--- src/rtl/result_writeback.sv ---
// Captures one group of CMAC/pool results into a shadow buffer and streams it word by word
// into the write-back FIFO, counting groups until the layer's expected total has been written.
module result_writeback #(
    parameter int PARA  = 16,
    parameter int DW    = 16,
    parameter int CNT_W = 32
) (
    input  logic                 clk,
    input  logic                 rst,
    input  logic                 wb_start,
    input  logic [2:0]           op_type,
    input  logic [CNT_W-1:0]     out_num,
    input  logic [PARA-1:0]      res_valid_0,
    input  logic [PARA-1:0]      res_valid_1,
    input  logic [PARA*DW-1:0]   result_0,
    input  logic [PARA*DW-1:0]   result_1,
    input  logic                 pool_valid,
    input  logic [DW-1:0]        pool_result,
    input  logic                 wb_fifo_full,
    output logic                 wb_fifo_wr_en,
    output logic [DW-1:0]        wb_fifo_din,
    output logic                 busy,
    output logic                 wb_done,
    output logic                 overflow
);

    localparam int NW = 2 * PARA;
    localparam int SW = $clog2(NW);
    localparam int IW = SW + 1;

    localparam logic [2:0] OP_CONV1 = 3'd1;
    localparam logic [2:0] OP_CONV3 = 3'd2;
    localparam logic [2:0] OP_CONVP = 3'd3;
    localparam logic [2:0] OP_APOOL = 3'd5;

    typedef enum logic [1:0] {S_IDLE, S_DRAIN, S_DONE} state_t;

    state_t             state, state_nx;
    logic [2:0]         op_q;
    logic [CNT_W-1:0]   out_num_q;
    logic [CNT_W-1:0]   grp_cnt;
    logic [IW-1:0]      idx;
    logic [IW-1:0]      n_words;
    logic [IW-1:0]      n_words_nx;
    logic [SW-1:0]      nxt_sel;
    logic [DW-1:0]      din_q;
    logic               overflow_q;
    logic               cap, cap_q, cap_edge;
    logic               start_ok, wr, last;
    logic [DW-1:0]      shadow    [NW];
    logic [DW-1:0]      cap_words [NW];

    assign start_ok = wb_start && (state != S_DRAIN);
    assign cap_edge = cap & ~cap_q;
    assign wr       = (state == S_DRAIN) && !wb_fifo_full;
    assign last     = (idx == n_words - IW'(1));
    assign nxt_sel  = idx[SW-1:0] + SW'(1);

    assign wb_fifo_wr_en = wr;
    assign wb_fifo_din   = din_q;
    assign busy          = (state == S_DRAIN);
    assign wb_done       = (state == S_DONE);
    assign overflow      = overflow_q;

    // Capture condition and the words a capture would take, both keyed on the latched op.
    always_comb begin
        // NOTE: every variable gets a default before the case so no latch is inferred.
        cap        = 1'b0;
        n_words_nx = IW'(PARA);
        for (int i = 0; i < NW; i++) cap_words[i] = '0;
        case (op_q)
            OP_CONV1: begin
                cap = &res_valid_1;
                for (int i = 0; i < PARA; i++) cap_words[i] = result_1[i*DW +: DW];
            end
            OP_CONV3: begin
                cap = &res_valid_0;
                for (int i = 0; i < PARA; i++) cap_words[i] = result_0[i*DW +: DW];
            end
            OP_CONVP: begin
                cap        = (&res_valid_0) & (&res_valid_1);
                n_words_nx = IW'(NW);
                for (int i = 0; i < PARA; i++) begin
                    cap_words[i]        = result_0[i*DW +: DW];
                    cap_words[i + PARA] = result_1[i*DW +: DW];
                end
            end
            OP_APOOL: begin
                cap          = pool_valid;
                n_words_nx   = IW'(1);
                cap_words[0] = pool_result;
            end
            default: ;
        endcase
    end

    always_comb begin
        state_nx = state;
        if (start_ok) begin
            state_nx = (out_num == '0) ? S_DONE : S_IDLE;
        end else begin
            case (state)
                S_IDLE:  if (cap_edge) state_nx = S_DRAIN;
                S_DRAIN: if (wr && last)
                             state_nx = (grp_cnt + CNT_W'(1) == out_num_q) ? S_DONE : S_IDLE;
                default: ;
            endcase
        end
    end

    // NOTE: sequential state uses non-blocking assignments so every register sees pre-edge values.
    always_ff @(posedge clk or posedge rst) begin
        if (rst) state <= S_IDLE;
        else     state <= state_nx;
    end

    always_ff @(posedge clk or posedge rst) begin
        if (rst) begin
            op_q       <= '0;
            out_num_q  <= '0;
            grp_cnt    <= '0;
            idx        <= '0;
            n_words    <= '0;
            din_q      <= '0;
            overflow_q <= 1'b0;
            cap_q      <= 1'b0;
            // NOTE: the shadow buffer is reset too, so din never exposes stale data after rst.
            for (int i = 0; i < NW; i++) shadow[i] <= '0;
        end else begin
            cap_q <= cap;
            if (start_ok) begin
                op_q       <= op_type;
                out_num_q  <= out_num;
                grp_cnt    <= '0;
                idx        <= '0;
                overflow_q <= 1'b0;
            end else begin
                if (cap_edge && state != S_IDLE) overflow_q <= 1'b1;
                if (cap_edge && state == S_IDLE) begin
                    for (int i = 0; i < NW; i++) shadow[i] <= cap_words[i];
                    n_words <= n_words_nx;
                    idx     <= '0;
                    din_q   <= cap_words[0];
                end
                // Full holds idx and din, so the stalled word is presented again next cycle.
                if (wr) begin
                    idx   <= idx + IW'(1);
                    din_q <= shadow[nxt_sel];
                    if (last) grp_cnt <= grp_cnt + CNT_W'(1);
                end
            end
        end
    end

endmodule

--- config.mk ---
export PLATFORM = sky130hd
export DESIGN_NAME = result_writeback
export DESIGN_NICKNAME = d
export VERILOG_FILES = /design/src/rtl/result_writeback.sv
export SDC_FILE = /design/constraint.sdc
export NUM_CORES = 2
export LEC_CHECK = 0
export CAP_MARGIN = 20
export CORE_AREA = 3 3 241 243
export DETAILED_ROUTE_END_ITERATION = 7
export DIE_AREA = 0 0 244 246
export GPL_TIMING_DRIVEN = 1
export PLACE_DENSITY_LB_ADDON = 0.3
export SLEW_MARGIN = 30
export SYNTH_ARGS = -nofsm -noshare
export SYNTH_HDL_FRONTEND = slang
export SYNTH_SLANG_ARGS = --single-unit
export TNS_END_PERCENT = 10
--- constraint.sdc ---
create_clock -name clk -period 52.4 [get_ports clk]
set_input_delay 10.48 -clock clk [delete_from_list [all_inputs] [get_ports clk]]
set_output_delay 10.48 -clock clk [all_outputs]
set_load 0.03 [all_outputs]
# ---- Word level (Yosys, flattened, before mapping)
# Index checks and enable logic that the tools add are counted.
dict set report classes {
  addsub 4
  magnitude_cmp 1
  n_eq_ne 11
  n_mux 24
  bitwise_logic 5
  n_reduce_logical 22
}
# cell n
set op_table {}
lappend op_table {{$pmux W240 S2} 1}
lappend op_table {{$mux W256} 1}
lappend op_table {{$mux W32} 3}
lappend op_table {{$bmux W16 S5} 1}
lappend op_table {{$mux W16} 4}
lappend op_table {{$pmux W16 S3} 1}
lappend op_table {{$add A32 B1 Y32 const B} 1}
lappend op_table {{$eq A32 B32 Y1} 1}
lappend op_table {{$logic_not A32 Y1} 1}
lappend op_table {{$reduce_and A16 Y1} 2}
lappend op_table {{$mux W6} 3}
lappend op_table {{$pmux W6 S2} 1}
lappend op_table {{$mux W2} 5}
lappend op_table {{$reduce_bool A2 Y1} 5}
lappend op_table {{$add A6 B1 Y6 const B} 1}
lappend op_table {{$eq A3 B2 Y1 const B} 2}
lappend op_table {{$eq A6 B6 Y1} 1}
lappend op_table {{$ge A6 B6 Y1 const B} 1}
lappend op_table {{$not A5 Y6} 1}
lappend op_table {{$reduce_and A2 Y1} 3}
lappend op_table {{$reduce_bool A3 Y1} 2}
lappend op_table {{$sub A6 B1 Y6 const B} 1}
lappend op_table {{$add A5 B1 Y5 const B} 1}
lappend op_table {{$logic_and A1 B1 Y1} 5}
lappend op_table {{other kinds (16)} 19}
dict set report totals {
  regBits 611
  input_bits 600
  out_inout_bits 20
  wordCells 108
}

# ---- Longest topological paths before layout
dict set report logic_depth {
  ltp_word 8
  depth_mapped 11
}

# ---- Worst setup path after synthesis
# Ideal clock, no wire load.
dict set report synth_timing {
  path_kind {input to output}
  from {in wb_fifo_full}
  to {out wb_fifo_wr_en}
  t_arrival_ps 10997
  t_required_ps 41920
  slack_ps 30923
  cell_stages 2
  n_path_buf 0
  path_cell_list {nand2b_1 -> clkinv_1}
}
dict set report synth_between {
  elab_chain_len 2
}
# item line
set synth_rtl {}
lappend synth_rtl {{from (decl)} 19} ;# input logic wb_fifo_full,
lappend synth_rtl {{$logic_not A1 Y1} 55} ;# assign wr = (state == S_DRAIN) && !wb_fifo_full;
lappend synth_rtl {{$logic_and A1 B1 Y1} 55}
lappend synth_rtl {{to (decl)} 20} ;# output logic wb_fifo_wr_en,
# No other way between the ends.

# ---- Final worst setup path
# Ends and elaborated chain as after synthesis.

==> Implementation_results.wiki <==
{| class="wikitable"
! Metric !! Value
|-
| Status || finished, final reports clean
|-
| Register cell area after layout || about 15,000 um^2
|-
| Total length of routed wires || between 100 and 150 mm
|-
| Data arrival time of the critical path || 12.59 ns
|-
| Post-route minimum period || 23.07 ns
|-
| I/O pin total || 620
|-
| Startpoint type of the worst setup path || input pin
|-
| Die Area || 60,000 um^2
|-
| Number of standard-cell rows in the floorplan || 87
|-
| Total design power || around 1.9 mW
|-
| Top cell type's share of synthesized area || between 50% and 60%
|-
| Total count of hold-check failures in the final report || 0
|-
| Post-synthesis instance area || a little under 30,000 um^2
|-
| Largest area contributor in the netlist || sky130_fd_sc_hd__dfrtp_1
|-
| Core box area || between 50,000 and 60,000 um^2
|-
| Power dissipated by switching net loads || 651 uW
|-
| HPWL after detailed placement || between 70 and 80 mm
|-
| Aggregate global routing overflow || 0
|-
| Dominant combinational cell family by area after synthesis || compound AO/OA/AOI/OAI gates
|-
| GR Util met3 || 7.23%
|-
| Routed wire length per instance || 27.1 um
|-
| Post-synthesis sequential element count || ~610
|-
| Final setup vio count || 0
|-
| Area of combinational cells with multiple inputs || 13,400 um^2
|-
| Classification of the worst setup path || input pin to output pin
|-
| Number of warning messages in the yosys log || 0
|-
| Number of buffers created by CTS || 66
|-
| Post-Syn Nets || around 3,000
|-
| Total negative slack || 0 ns
|-
| Setup repair bufs after CTS || 0
|-
| Clock power share || about 25%
|-
| Clock transition at path regs || around 0.06 ns
|-
| Highest ir drop seen on vdd || between 0.02 and 0.03 mV
|-
| RSZ-0062 raised after global routing || no
|-
| Path category of the worst min-delay check || register to register
|-
| GR Layer Usage met1 || between 40% and 50%
|-
| Relative area change from synthesis to final layout || 30.5%
|-
| Router iterations before antenna repair || 8
|-
| Post-synthesis compound-gate area fraction || 21.7%
|-
| Antenna viol nets, final || 0
|-
| Commonest cells after routing, fill and taps aside || sky130_fd_sc_hd__clkdlybuf4s50_1, sky130_fd_sc_hd__dfrtp_1, sky130_fd_sc_hd__o21ai_0
|-
| Post-synth cell types || 68
|-
| Leakage || 15.9 nW
|-
| Mux cell area share after synthesis || 14.8%
|-
| Number of fill cells in the layout || approximately 4,000
|-
| Number of cells produced by synthesis || roughly 2,500
|-
| Combinational group share of total power || a little over a third
|-
| Internal || between 1 and 1.5 mW
|-
| DRC marker count from the first detailed-route iteration || ~2,600
|-
| Max Clock Skew || ~0.016 ns
|-
| Port Buffers || between 600 and 700
|-
| Power per unit of standard cell area || between 40 and 50 nW/um^2
|-
| Clock latency at the later pin of the worst-skew pair || roughly 0.59 ns
|-
| Clock sinks || 608
|-
| MaxCap Viol Count || 0
|-
| Proportion of register bits with asynchronous set or reset after synthesis || 100%
|-
| Sequential element share of the synthesized area || between 50% and 60%
|-
| Final RePlAce weighted congestion || around 0.91
|-
| Hold-fix buffers at CTS || 0
|-
| Count of unresolved DRC violations after routing || 0
|-
| Area contributors post-synth || sky130_fd_sc_hd__dfrtp_1, sky130_fd_sc_hd__mux4_2, sky130_fd_sc_hd__a22o_1
|-
| Initial core utilization || 52.5%
|-
| Share of synthesized cell area in full adder, half adder and majority cells || less than 1%
|-
| Final clock period utilization by the worst path || about 44%
|-
| Largest driver fanout on the critical path || 33
|-
| Largest stage delay on the critical path || roughly 0.73 ns
|-
| Total routing resource utilization after global routing || 33.7%
|-
| Detail-routed via count per cell || 6.47
|-
| Mean area per synthesized cell || approximately 12 um^2
|-
| Grt peak-use layer || met2
|-
| Maximum number of pins on one net before global-route repair || approximately 270
|-
| Clock tree root buffer cell || sky130_fd_sc_hd__clkbuf_16
|-
| Relative slew slack || a little under two fifths
|-
| GR Layer Usage met2 || between 50 and 60%
|-
| Setup crit end kind || output pin
|-
| Slew at the pin closest to its max-slew limit || around 0.94 ns
|-
| Proportion of layout cells with a drive suffix above 1 || approximately 13%
|-
| Switching part of the total power || 34.4%
|-
| Die width || about 240 um
|-
| CTS tree || yes
|-
| Antenna violations before repair || 27
|-
| Die outline height || 246 um
|-
| Cell chain of the critical path || clkdlybuf4s50_1 -> nand2b_1 -> buf_4 -> clkinv_1 -> clkdlybuf4s50_1
|-
| Most frequent standard cell in the layout excluding fill and tap cells || sky130_fd_sc_hd__clkdlybuf4s50_1
|-
| Via count of the first global-routing pass || 24,700
|-
| Vias post-DR || 24,400
|-
| Main flop type after synthesis || sky130_fd_sc_hd__dfrtp_1
|-
| Number of max-slew violations in the final report || 0
|-
| EDFF count, synth || 0
|-
| Global-route wire length before repair || ~150 mm
|-
| # resized after CTS || 0
|-
| H-tree Lvls || 3
|-
| Post-layout instance area || between 30,000 and 40,000 um^2
|-
| Peak Freq || 0.0433 GHz
|-
| Fraction of synthesized cell area in xor and xnor cells || 1.57%
|-
| Max Root-Sink Buffers || 3
|-
| Nets || 3,565
|-
| Critical Path Most Common Cell || sky130_fd_sc_hd__clkdlybuf4s50_1
|-
| Data required time of the critical path || between 40 and 50 ns
|-
| Synthesized-area fraction occupied by and/or/nand/nor cells || just under 7%
|-
| Sequential group share of total power || just under 40%
|-
| Slowest cell on the critical path || sky130_fd_sc_hd__clkdlybuf4s50_1
|-
| Post-place instance area || ~36,000 um^2
|}
==> layout make-up <==
cell class / count / share of cell area [%]
timing repair buffer: 656 / 17.4
clock buffer: 94 / 5.12
multi-input combinational: 1619 / 34.7
clock inverter: 19 / 0.485
antenna: 14 / 0.0911
sequential: 608 / 39.6
inverter: 11 / 0.127
tap: 756 / 2.46
==> logic make-up (layout without fill, tap and decap cells) <==
group                    count (synthesis)  in the layout
multiplexers                           230            230
buffers and inverters                  249            780
AND/OR/NAND/NOR                        427            427
other                                    0             14
adder cells (fa/ha/maj)                  3              3
AO/OA/AOI/OAI                          906            906
flip-flops                             608            608
XOR/XNOR                                53             53
==> metrics by stage <==
stage	instances	setup WS, ns	util, %	hold slack, ns
6_report	3777	29.33	68.5	0.476
5_1_grt	3772	29.24	68.5	0.495
3_5_place_dp	3644	29.38	64.3	0.465
4_1_cts	3757	29.36	68.1	0.478
2_1_floorplan	2476	24.90	-	0.445
3_3_place_gp	3641	29.44	64.2	0.456
==> power groups by stage <==
stage	sequential (mW)	combinational [mW]	clock (mW)
floorplan	0.725	0.422	0
CTS	0.748	0.671	0.469
global route	0.769	0.720	0.491
global placement	0.739	0.648	0
finish	0.752	0.675	0.465
detailed placement	0.753	0.667	0
==> synthesized netlist by cell type, types with 3 or more instances <==
library cell and count:
sky130_fd_sc_hd__a22oi_1 241, sky130_fd_sc_hd__xor2_1 18, sky130_fd_sc_hd__clkbuf_1 191, sky130_fd_sc_hd__ha_1 3, sky130_fd_sc_hd__a22o_1 257, sky130_fd_sc_hd__dfrtp_1 608
sky130_fd_sc_hd__mux2_2 53, sky130_fd_sc_hd__and2_1 4, sky130_fd_sc_hd__a221o_1 14, sky130_fd_sc_hd__nand2_1 264, sky130_fd_sc_hd__mux2i_1 17, sky130_fd_sc_hd__nor2b_1 15
sky130_fd_sc_hd__nand4_1 19, sky130_fd_sc_hd__and3_1 6, sky130_fd_sc_hd__mux4_2 160, sky130_fd_sc_hd__buf_1 10, sky130_fd_sc_hd__o211ai_1 15, sky130_fd_sc_hd__nand2b_1 12
sky130_fd_sc_hd__nor4_1 14, sky130_fd_sc_hd__o31ai_1 18, sky130_fd_sc_hd__a21oi_1 13, sky130_fd_sc_hd__a221oi_1 3, sky130_fd_sc_hd__o21a_1 15, sky130_fd_sc_hd__o21ai_0 303
sky130_fd_sc_hd__inv_1 10, sky130_fd_sc_hd__nor3_1 11, sky130_fd_sc_hd__or3_1 4, sky130_fd_sc_hd__and4_1 6, sky130_fd_sc_hd__buf_2 34, sky130_fd_sc_hd__xnor2_1 35
sky130_fd_sc_hd__nor2_1 35, sky130_fd_sc_hd__o41ai_1 5, sky130_fd_sc_hd__nand3_1 18
==> path summary, 6_finish.rpt <==
kind | startpoint | to | slack, ns | cells after the start
max | wb_fifo_full | wb_fifo_wr_en | 29.33 | 5
min | shadow[342] | shadow[342] | 0.48 | 2
max reg2reg | op_q[2] | shadow[171] | 48.16 | 11
min reg2reg | shadow[342] | shadow[342] | 0.48 | 2
max in group asynchronous | rst | shadow[326] | 40.50 | 4
min in group asynchronous | rst | shadow[21] | 10.30 | 2
==> critical path: cells and delay by family <==
kind	cells	cell delay, ns
buffers and inverters	4	1.92
and+or+nand+nor	1	0.19
==> registers in the layout (all words and copies together) (netlist names) <==
register and flops:
shadow 512, grp_cnt 32, cap_q 1, idx 6, wb_fifo_din 16, out_num_q 32
op_q 3, n_words 3, state 2, overflow 1
==> layer usage <==
layer  part of all wire [%]  up-vias
li1                       -    10500
met2                     49     1292
met5                   0.12        -
met4                    4.7       18
met3                    8.6      236
met1                     38    12400
(Power assumes the default switching activity.)
